`src/rtl/mult_seq_pkg.sv`:
```
// Shared constants and state encoding for the sequential shift-add multiplier.
package mult_seq_pkg;

    localparam int WIDTH = 32;
    localparam int ITER  = 32;
    localparam int CNT_W = 5;

    typedef enum logic [1:0] {
        IDLE = 2'd0,
        RUN  = 2'd1,
        FIX  = 2'd2
    } state_t;

endpackage

```
`src/rtl/mult_add.sv`:
```
// Combinational W-bit adder with carry-out used by each shift-add iteration.
module mult_add #(
    parameter int W = 32
) (
    input  logic [W-1:0] a,
    input  logic [W-1:0] b,
    output logic [W-1:0] sum,
    output logic         co
);

    assign {co, sum} = {1'b0, a} + {1'b0, b};

endmodule

```
`src/rtl/mult_seq.sv`:
```
// Sequential 32x32 -> 64 multiplier: one shift-add step per cycle, fixed 33-cycle latency.
// Signed operation is compiled in only when MULT_SEQ_SIGNED_EN is defined.
module mult_seq #(
    parameter int WIDTH = 32
) (
    input  logic             clk,
    input  logic             rst_n,
    input  logic             start,
    input  logic             cancel,
    input  logic [WIDTH-1:0] A,
    input  logic [WIDTH-1:0] B,
    input  logic             Signed,
    output logic             busy,
    output logic             done,
    output logic [WIDTH-1:0] HI,
    output logic [WIDTH-1:0] LO,
    output logic             Zero
);

    import mult_seq_pkg::*;

    state_t               state;
    logic [CNT_W-1:0]     cnt;
    logic [WIDTH-1:0]     m;
    logic [WIDTH-1:0]     acc_hi;
    logic [WIDTH-1:0]     acc_lo;
    logic                 neg;

    logic [WIDTH-1:0]     abs_a;
    logic [WIDTH-1:0]     abs_b;
    logic                 neg_in;
    logic [WIDTH-1:0]     add_b;
    logic [WIDTH-1:0]     sum;
    logic                 c;
    logic [2*WIDTH-1:0]   result;

`ifdef MULT_SEQ_SIGNED_EN
    // Magnitudes stay unsigned, so -2^31 maps to 0x80000000 without overflow.
    assign abs_a  = (Signed && A[WIDTH-1]) ? (~A + 1'b1) : A;
    assign abs_b  = (Signed && B[WIDTH-1]) ? (~B + 1'b1) : B;
    assign neg_in = Signed & (A[WIDTH-1] ^ B[WIDTH-1]);
`else
    logic unused_signed;
    assign unused_signed = Signed;
    assign abs_a  = A;
    assign abs_b  = B;
    assign neg_in = 1'b0;
`endif

    assign add_b = acc_lo[0] ? m : '0;

    mult_add #(.W(WIDTH)) u_add (
        .a   (acc_hi),
        .b   (add_b),
        .sum (sum),
        .co  (c)
    );

    assign result = neg ? (~{acc_hi, acc_lo} + 1'b1) : {acc_hi, acc_lo};
    assign busy   = (state != IDLE);

    // NOTE: all state below uses non-blocking assignments so every register
    // samples pre-edge values; blocking here would chain the shift-add steps.
    always_ff @(posedge clk or negedge rst_n) begin
        if (!rst_n) begin
            state  <= IDLE;
            cnt    <= '0;
            m      <= '0;
            acc_hi <= '0;
            acc_lo <= '0;
            neg    <= 1'b0;
            done   <= 1'b0;
            HI     <= '0;
            LO     <= '0;
            Zero   <= 1'b1;
        end else begin
            done <= 1'b0;
            case (state)
                IDLE: begin
                    if (start && !cancel) begin
                        m      <= abs_a;
                        acc_hi <= '0;
                        acc_lo <= abs_b;
                        neg    <= neg_in;
                        cnt    <= '0;
                        state  <= RUN;
                    end
                end
                RUN: begin
                    if (cancel) begin
                        state <= IDLE;
                    end else begin
                        // {c,sum,acc_lo} >> 1, truncated to 64 bits
                        acc_hi <= {c, sum[WIDTH-1:1]};
                        acc_lo <= {sum[0], acc_lo[WIDTH-1:1]};
                        cnt    <= cnt + 1'b1;
                        if (cnt == CNT_W'(ITER - 1)) begin
                            state <= FIX;
                        end
                    end
                end
                FIX: begin
                    if (!cancel) begin
                        HI   <= result[2*WIDTH-1:WIDTH];
                        LO   <= result[WIDTH-1:0];
                        Zero <= (result == '0);
                        done <= 1'b1;
                    end
                    state <= IDLE;
                end
                default: state <= IDLE;
            endcase
        end
    end

endmodule
```
`config.mk`:
```
export PLATFORM = sky130hd
export DESIGN_NAME = mult_seq
export DESIGN_NICKNAME = d
export VERILOG_FILES = /design/src/rtl/mult_seq_pkg.sv /design/src/rtl/mult_add.sv /design/src/rtl/mult_seq.sv
export SDC_FILE = /design/constraint.sdc
export NUM_CORES = 1
export LEC_CHECK = 0
export BUFFER_PORTS_ARGS = -buffer_cell sky130_fd_sc_hd__buf_4
export CORE_ASPECT_RATIO = 1.2
export CORE_MARGIN = 2
export CORE_UTILIZATION = 50
export CTS_CLUSTER_DIAMETER = 50
export DETAILED_ROUTE_END_ITERATION = 16
export PLACE_DENSITY = 0.7
export SLEW_MARGIN = 20
export SYNTH_ARGS = -nofsm -noshare
export SYNTH_HDL_FRONTEND = slang
export SYNTH_SLANG_ARGS = --single-unit
```
`constraint.sdc`:
```
create_clock -name clk -period 3.3 [get_ports clk]
set_input_delay 0.165 -clock clk [delete_from_list [all_inputs] [get_ports clk]]
set_output_delay 0.165 -clock clk [all_outputs]
set_load 0.03 [all_outputs]
```
# --- Word level (Yosys, flattened, before mapping) ---
# Index checks and enable logic that the tools add are counted.
word_totals:
  elab_cells: 44
  ff_bits: 169
  out_inout_bits: 67
  input_bits: 69
op_classes:
  reduce_logical: 10
  muxes: 16
  bitwise: 1
  n_eq_ne: 6
  addsub: 2
op_table:
  columns: ["cell", "count"]
  rows:
  - ["$mux 32", 5]
  - ["$pmux 32 s2", 2]
  - ["$logic_not 64->1", 1]
  - ["$add 32x32->33", 1]
  - ["$mux 5", 2]
  - ["$pmux 5 s2", 1]
  - ["$mux 2", 3]
  - ["$reduce_and 2->1", 3]
  - ["$add 5x1->5 const B", 1]
  - ["$eq 5x5->1 const B", 1]
  - ["$ne 2x2->1 const B", 2]
  - ["$pmux 2 s2", 1]
  - ["$reduce_bool 2->1", 2]
  - ["$ne 3x3->1 const B", 1]
  - ["$reduce_and 3->1", 1]
  - ["$eq 2x1->1 const B", 1]
  - ["$eq 2x2->1 const B", 1]
  - ["$logic_not 2->1", 1]
  - ["$mux 1", 2]
  - ["$logic_and 1x1->1", 1]
  - ["$logic_not 1->1", 1]
  - ["$not 1->1", 1]

# --- Depth between registers and ports, before layout ---
# Gate-level depths: netlist of run 1.
depth:
  word_depth: 4
  depth_mapped: 11
  mapped_depth_nobuf: 11

# --- Cells and area by module ---
# Synthesis of run 1 repeated with hierarchy kept, for this count alone.
unflattened:
  hier_cells: 777
  area_unflattened_um2: 8762.2
by_module_without_submodules:
  columns: ["module", "area_each_um2", "seq_area_each_um2", "cells_per_inst", "n_inst"]
  rows:
  - ["mult_seq", 6860.3, 4230.3, 503, 1]
  - ["mult_add", 1901.8, 0.0, 274, 1]

# --- Worst setup path after synthesis of run 1 ---
# OpenSTA, ideal clock, no wires.
synth_timing:
  path_kind: "reg-to-reg"
  from: "register acc_lo[0]"
  to: "register acc_hi[29]"
  path_buffers: 2
  path_stages_with_launch: 12
  t_required_ps: 3224
  arrival_time_ps: 2430
  slack_ps: 794
  period_less_slack_ps: 2506
  setup_ps: 76
  cell_sequence: "dfrtp_1 -> clkbuf_1 -> and2_1 -> ha_1 -> buf_2 -> nand2_1 -> or4_1 -> a21o_1 -> a31oi_4 -> a31oi_1 -> xor2_1 -> o21ai_1"
synth_via:
  elab_chain_cells: 4
synth_rtl:
  columns: ["element", "line_no", "source"]
  rows:
  - ["from (decl)", "mult_seq.sv:26", "logic [WIDTH-1:0] acc_lo;"]
  - ["from (signal assigned)", "mult_seq.sv:83", "acc_lo <= abs_b;"]
  - ["from (signal assigned)", "mult_seq.sv:95", "acc_lo <= {sum[0], acc_lo[WIDTH-1:1]};"]
  - ["$mux 32", "mult_seq.sv:50", "assign add_b = acc_lo[0] ? m : '0;"]
  - ["$add 32x32->33", "mult_add.sv:11", "assign {co, sum} = {1'b0, a} + {1'b0, b};"]
  - ["$mux 32", "mult_seq.sv:90", "if (cancel) begin"]
  - ["$pmux 32 s2", "mult_seq.sv:78", "case (state)"]
  - ["to (signal assigned)", "mult_seq.sv:94", "acc_hi <= {c, sum[WIDTH-1:1]};"]
  - ["to (decl)", "mult_seq.sv:25", "logic [WIDTH-1:0] acc_hi;"]
# Every way passes these cells. The select of a mux whose other input is x is not followed.
# A chain may end at the register's enable or synchronous reset.

# --- Worst setup path after layout of run 1 ---
layout_timing:
  from: "register acc_lo[0]"
  to: "register acc_hi[26]"
# The elaborated chain is that of the path after synthesis.

==> results of run 1 <==
layout make-up:
| cell class | count | area (um^2) | share of cell area (%) |
|---|---|---|---|
| Sequential cell | 169 | 4230 | 38.3 |
| Multi-Input combinational cell | 621 | 4180 | 37.9 |
| Timing Repair Buffer | 207 | 1710 | 15.5 |
| Clock buffer | 20 | 457 | 4.14 |
| Tap cell | 216 | 270 | 2.45 |
| Clock inverter | 12 | 160 | 1.45 |
| Inverter | 8 | 30.0 | 0.272 |
worst max path at each step:
| stage | slack (ns) | startpoint | cells after the start | endpoint |
|---|---|---|---|---|
| after detailed placement | 0.53 | acc_lo[0]$_DFFE_PN0P_ | 10 | acc_hi[23]$_DFFE_PN0P_ |
| after global placement | 0.56 | acc_lo[0]$_DFFE_PN0P_ | 11 | acc_hi[26]$_DFFE_PN0P_ |
| after CTS | 0.50 | acc_lo[0]$_DFFE_PN0P_ | 9 | acc_hi[31]$_DFFE_PN0P_ |
| after floorplan | 0.79 | acc_lo[0]$_DFFE_PN0P_ | 11 | acc_hi[29]$_DFFE_PN0P_ |
| after global routing | 0.16 | acc_lo[0]$_DFFE_PN0P_ | 9 | acc_hi[31]$_DFFE_PN0P_ |
| final | 0.51 | acc_lo[0]$_DFFE_PN0P_ | 11 | acc_hi[26]$_DFFE_PN0P_ |
critical path: cells and delay by family (launching register included):
kind,cells,cell delay (ns)
buffers and inverters,2,0.38
and+or+nand+nor,4,1.00
adders and majority gates,1,0.34
AOI/OAI and AO/OA,4,0.62
DFF,1,0.39
power by group through the flow:
stage | Sequential [uW] | Combinational (uW) | Clock, uW
after global placement | 2890 | 2410 | 0
after CTS | 2860 | 2510 | 2130
after floorplan | 2740 | 1860 | 0
final | 2860 | 2520 | 2090
after global routing | 2920 | 2800 | 2220
after detailed placement | 2900 | 2440 | 0
cells in the mapped netlist, drive strengths merged, types with 2 or more instances:
cell type    n  area (um^2)
a211oi       7         57.6
a21boi       3         22.5
a21o         3         22.5
a21oi       36          180
a31oi       37          246
a41oi        2         17.5
and2        31          194
and3         3         18.8
buf         16         80.1
clkbuf      28          105
dfrtp      168         4200
ha          34          425
inv          8         30.0
mux2        96         1080
mux2i        2         20.0
nand2      131          494
nand2b       5         31.3
nand3        9         45.0
nand4       12         75.1
nor2        60          225
nor2b        5         31.3
nor3         7         35.0
nor3b        4         30.0
nor4        17          106
o211ai       6         45.0
o21a         7         52.6
o21ai       56          284
o21bai       2         15.0
o31ai        2         15.0
or3          3         18.8
or4          2         15.0
xnor2       10         87.6
xor2        15          131
what timing repair did:
| action | 4_1_cts | 5_1_grt |
|---|---|---|
| endpoints found under the hold margin | 146 | 0 |
| hold buffers | 57 | 0 |
| resized for setup | 0 | 0 |
through the flow:
step                      setup slack (ns)  cell area (um^2)  hold slack [ns]  power (uW)  instances
final                                0.511             11000          0.00981        7470       1253
after global routing                 0.160             11000           0.0172        7950       1253
after CTS                            0.501             11000          0.00161        7500       1253
after detailed placement             0.531              9860            0.304        5340       1164
after global placement               0.565              9860            0.313        5290       1164
after floorplan                      0.794              8610           -0.131        4600        842
cells by family (layout without fill, tap and decap cells):
group,after synthesis,after routing,share of synthesized area (%)
AOI/OAI and AO/OA,172,172,12.4
xor gates and xnor gates,25,25,2.54
adders and majority gates,35,35,5.17
DFF,169,169,49.1
muxes,98,98,12.8
and+or+nand+nor,291,291,15.5
buffers and inverters,52,247,2.50
sequential cells by signal (all words and copies together) (netlist names):
| name | count |
|---|---|
| acc_lo | 32 |
| Zero | 1 |
| acc_hi | 32 |
| LO | 32 |
| state | 2 |
| m | 32 |
| HI | 32 |
| cnt | 5 |
| done | 1 |
layer usage:
layer / global-route usage (%) / share of wire [%] / vias up
met1: 30.7 / 44 / 3364
met3: 4.86 / 4.8 / 37
met2: 39.5 / 49 / 174
met4: 8.41 / 2.1 / 0
li1: - / - / 3359
met5: 0 / 0 / -
==> results.md, run 1 <==
* Run status: finished clean
* Synth unique cells at 53
* Worst R2R Start: acc_lo[0]$_DFFE_PN0P_
* GRT Total Usage at 23.8%
* Share of post-route cells with drive strength above 1 at 28.1%
* Max-Cap Viols at 0
* Remaining routing DRC violations at 0
* Longest Clk Path Bufs at 2
* Initial antenna violation count at 0
* Fill count at 1322
* DR vias/cell at 5.53
* Clock slew at the register clock pins of the worst setup and hold paths at 0.06 ns
* Switch share at 36.4%
* Gate Count Post-Synth at 842
* Core area at 16900 um^2
* Worst R2R Path Depth at 11
* RR Endpoint: acc_hi[26]$_DFFE_PN0P_
* Vias in the first global route at 6955
* CTS Sinks at 169
* Prevailing post-synth register cell: dfrtp_1
* Post-synth EDFFs at 0
* Worst hold path class: in -> reg
* CTS buffer count at 17
* Skew-Pair Late Insertion Delay at 0.43 ns
* Switch Pwr at 2720 uW
* Register area share after synthesis at 49.1%
* Crit path arrival time at 3.16 ns
* Asr flop ratio synth at 100%
* Slew margin rel. at 42.8%
* Period utilization at 84.5%
* Pin count of the biggest net entering global routing at 94
* Post-DP HPWL at 14700 um
* Pwr dens at 677 nW/um^2
* FMAX at 0.359 GHz
* CP required at 3.67 ns
* Max incr delay on CP at 0.48 ns
* Syn. warnings at 0
* DIE AREA at 18300 um^2
* FF+latch count, synth at 169
* Number of buffers added on ports at 134
* RSZ-0062 raised after global routing: false
* Synth Cell Area at 8610 um^2
* Critical Path End Type: flop
* Final Net Count at 1128
* Wire length per cell at 16.8 um
* Global-route wire length before repair at 34000 um
* Total number of vias at 6934
* Crit-path max FO at 21
* Synth-to-Final Area Change at 28.2%
* CTS tree: done
* Peak VDD IR at 0.000431 V
* Routability congestion estimate from global placement at 0.942
* Finished Core Util at 65.5%
* Hold Path Sink: acc_lo[13]$_DFFE_PN0P_
* Internal power at 4760 uW
* Number of inserted diodes at 0
* Iteration-0 DRC Markers at 450
* Syn_nets at 946
* Most common cell after layout, fill and taps aside: dfrtp_1
* Hold Path Depth at 3
* Setup violators final at 0
* HP Start: B[13]
* Most frequent cells in the layout: 168 x dfrtp_1, 148 x buf_4, 130 x nand2_1
* # IOs at 136
* Max Transition Viols Final at 0
* Minimum clock period at 2.79 ns
* Post-Route Setup TNS at 0 ns
* Max H-tree Level at 4
* Grt ovf at 0
* Root buf cell: clkbuf_16
* Worst-Margin Slew at 0.858 ns
* Worst Setup Start Kind: flop
* WS Path Type: reg -> reg
* WL final at 21000 um
* Comb pwr share at 33.7%
* Setup Buffers After CTS at 0
* Die Y at 148 um
* Crit-path slowest cell: or4_1
* Clock power share at 28.0%
* # rows at 52
* Final Hold Fails at 0
* Worst path cell trace: buf_4 -> and2_1 -> ha_1 -> o211ai_1 -> o211ai_1 -> a31oi_1 -> nor3b_1 -> a211oi_2 -> buf_4 -> or4_1 -> nand3_1
* Detailed Routing Iterations Pass 1 at 5
* Setup Skew at 0.00640 ns
* Die Span X at 124 um
* Starting Density at 51.1%
* Lkg Pwr at 0.00519 uW
* Avg Synthesized Cell Area at 10.2 um^2
* Setup slack, reg-to-reg at 0.51 ns
* Register share of total power at 38.3%
* Final ANT Viol Nets at 0
(Power assumes the default switching activity.)
==> run 2, diff against run 1 <==
ABC_AREA = 1   (was unset)
PLACE_DENSITY = 0.69   (was 0.7)
clock period = 2.64 ns   (was 3.3 ns; I/O delays follow)
==> results.md, run 2 <==
* Synth unique cells at 30 (-43%)
* Fin cells at 1768 (+41%)
* Total number of vias at 8696 (+25%)
* Final ANT Viol Nets at 0 (unchanged)
* Synth Cell Area at 9370 um^2 (+8.8%)
* Worst hold path class: in -> reg
* Crit path arrival time at 2.69 ns (-0.47 ns)
* Vias in the first global route at 8434 (+21%)
* Longest Clk Path Bufs at 2 (unchanged)
* GRT Total Usage at 25.6% (+1.8 points)
* Asr flop ratio synth at 100% (unchanged)
* RSZ-0062 raised after global routing: false
* Slew margin rel. at 58.0% (+15 points)
* Wire length per cell at 13.7 um (-18%)
* Run status: finished clean
* Core area at 18300 um^2 (+8.7%)
* Post-synthesis adder-cell area fraction at 4.75% (-0.42 points)
* Largest family of logic cells by synthesized area: simple AND/OR/NAND/NOR gates
* Syn_nets at 1420 (+50%)
* Global-route wire length before repair at 40400 um (+19%)
* CP required at 2.96 ns (-0.71 ns)
* Initial antenna violation count at 0 (unchanged)
* Skew-Pair Late Insertion Delay at 0.44 ns (about the same)
* Fill count at 1704 (+29%)
* Worst path cell trace: buf_12 -> nand2_1 -> inv_1 -> ha_1 -> nand2_1 -> nor2_1 -> nand3_1 -> nand2_1 -> nand2_1 -> nand2_1 -> nand2_1 -> nand2_1 -> nand2_1 -> nand3_1 -> nand2_1
* # IOs at 136 (unchanged)
* Remaining routing DRC violations at 0 (unchanged)
* Final Hold Fails at 0 (unchanged)
* # placed instances at 1673 (+44%)
* WS Path Type: reg -> reg
* Commonest cells post-synth: 520 x nand2_1, 213 x inv_1, 168 x dfrtp_1, 112 x o21ai_0, 61 x nor2_1
* Fin area at 11900 um^2 (+7.8%)
* Max-Cap Viols at 0 (unchanged)
* Grt ovf at 0 (unchanged)
* Most used cell, CP: nand2_1
* Number of inserted diodes at 0 (unchanged)
* Synth area leaders: dfrtp_1 45%, nand2_1 21%, inv_1 8.5%
* Avg Synthesized Cell Area at 7.12 um^2 (-30%)
* Most frequent cells in the layout: 520 x nand2_1, 213 x inv_1, 168 x dfrtp_1
* Post-Synth Simple-Gate Area at 27.7% (+12 points)
* Gate Count Post-Synth at 1316 (+56%)
* FF+latch count, synth at 169 (unchanged)
* Mux cell area share after synthesis at 0% (-13 points)
* Synth Area in Compound Gates at 11.2% (-1.1 points)
* Prevailing post-synth register cell: dfrtp_1
* Final Net Count at 1607 (+42%)
* Iteration-0 DRC Markers at 470 (+4.4%)
* Crit-path max FO at 31 (+48%)
* Register area share after synthesis at 45.1% (-4.0 points)
* Die Span X at 129 um (+4.2%)
* Post-Synth XOR/XNOR Area at 0.187% (-2.4 points)
* Starting Density at 51.2% (+0.083 points)
* Crit-path slowest cell: dfrtp_1
* Placed Area at 10700 um^2 (+8.3%)
* Setup Skew at 0.0120 ns (+0.00564 ns)
* # rows at 54 (+3.8%)
* Top-count cell post-synth: nand2_1
* Lkg Pwr at 0.00666 uW (+28%)
* Max incr delay on CP at 0.43 ns (-0.05 ns)
* Peak VDD IR at 0.000465 V (+7.9%)
* CTS tree: done
* Setup violators final at 0 (unchanged)
* Worst-Margin Slew at 0.631 ns (-0.228 ns)
* Post-DP HPWL at 17600 um (+20%)
* Root buf cell: clkbuf_16
* Share of post-route cells with drive strength above 1 at 12.5% (-16 points)
* Max H-tree Level at 4 (unchanged)
* Max Transition Viols Final at 0 (unchanged)
* Synth-to-Final Area Change at 27.1%
* DR vias/cell at 4.92 (-11%)
* Cell taking the most area after synthesis: dfrtp_1
* WL final at 24200 um (+15%)
* Pin count of the biggest net entering global routing at 70 (-26%)
* Post-synth EDFFs at 0 (unchanged)
* Period utilization at 89.5% (+5.0 points)
* Routability congestion estimate from global placement at 0.924 (-1.9%)
* CTS Sinks at 169 (unchanged)
* Critical Path End Type: flop
* Die Y at 154 um (+4.2%)
* Clock slew at the register clock pins of the worst setup and hold paths at 0.07 ns (about the same)
* DIE AREA at 19900 um^2 (+8.6%)
* Detailed Routing Iterations Pass 1 at 5 (unchanged)
* Post-Route Setup TNS at 0 ns (unchanged)
* Minimum clock period at 2.36 ns (-0.427 ns)
* Most common cell after layout, fill and taps aside: nand2_1
* Syn. warnings at 0 (unchanged)
* Pwr dens at 700 nW/um^2 (+3.5%)
* Number of buffers added on ports at 134 (unchanged)
* CTS buffer count at 17 (unchanged)
* Setup Buffers After CTS at 0 (unchanged)
* FMAX at 0.423 GHz (+18%)
* Worst Setup Start Kind: flop
* Post-synth top area share at 44.9% (-4.0 points)
## run 2: cell count changes after synthesis, sizes merged, moves of 6 or more
| cell | change |
|---|---|
| nand2 | +389 |
| inv | +209 |
| mux2 | -96 |
| o21ai | +58 |
| nand3 | +37 |
| a31oi | -36 |
| and2 | -31 |
| o211ai | +26 |
| xor2 | -15 |
| nor4 | -8 |
| xnor2 | -8 |
| a211oi | -7 |
| o21a | -7 |
| clkbuf | +6 |
## run 2: worst paths after layout
| path | start | endpoint | slack [ns] | cells past startpoint |
|---|---|---|---|---|
| min reg2reg | m[22]$_DFFE_PN0P_ | m[22]$_DFFE_PN0P_ | 0.47 | 2 |
| max reg2reg | acc_lo[0]$_DFFE_PN0P_ | acc_hi[30]$_DFFE_PN0P_ | 0.28 | 15 |
| min | B[2] | acc_lo[2]$_DFFE_PN0P_ | 0.03 | 3 |
| max | acc_lo[0]$_DFFE_PN0P_ | acc_hi[30]$_DFFE_PN0P_ | 0.28 | 15 |
| min in group asynchronous | rst_n | LO[26]$_DFFE_PN0P_ | 0.19 | 2 |
| max in group asynchronous | rst_n | Zero$_DFFE_PN1P_ | 1.74 | 3 |
## run 2: stage by stage
step           util, %  power, uW  hold WS [ns]  worst slack [ns]
2_1_floorplan        -       4900        -0.164             0.315
3_3_place_gp      58.3       5660        0.0820             0.395
3_5_place_dp      58.3       5710        0.0828             0.348
4_1_cts           65.0       8380        0.0269             0.319
5_1_grt           65.0       8890        0.0366            0.0840
6_report          65.0       8340        0.0300             0.277
## run 2: report_power, final
part	switching, uW	internal (uW)	total (uW)
combinational	1510	874	2380
sequential	330	3030	3360
clock	1120	1480	2590
total	2960	5380	8340
## run 2: critical path: cells and delay by family (launching register included)
kind / cells / cell delay [ns]
buffers and inverters: 2 / 0.22
and+or+nand+nor: 12 / 1.21
DFF: 1 / 0.43
adders and majority gates: 1 / 0.36
## run 2: metal layers
metal	wire, um	global-route usage, %	vias up
met2	11500	42.8	249
met5	0	0	-
met1	10800	33.8	3935
li1	-	-	4469
met4	634	8.90	0
met3	1240	4.11	43
## run 2: area by class of cell
type                       count  area (um^2)  area share, %
clock buffer                  20          457           3.83
tap                          252          315           2.65
multi-input combinational    884         4120           34.6
timing repair buffer         214         1820           15.3
sequential                   169         4230           35.5
clock inverter                12          150           1.26
inverter                     217          816           6.85
## run 2: kinds of logic after synthesis
group | after synthesis
AO/OA/AOI/OAI | 189
XOR/XNOR | 2
adder cells (fa/ha/maj) | 35
buffers and inverters | 263
flip-flops | 169
AND/OR/NAND/NOR | 658
## run 2: timing repair
| item | in CTS | in global routing |
|---|---|---|
| hold buffers | 63 | 0 |
| endpoints found under the setup margin | 0 | 0 |
| hold endpoints to repair | 100 | 0 |
| gates resized for setup | 0 | 0 |
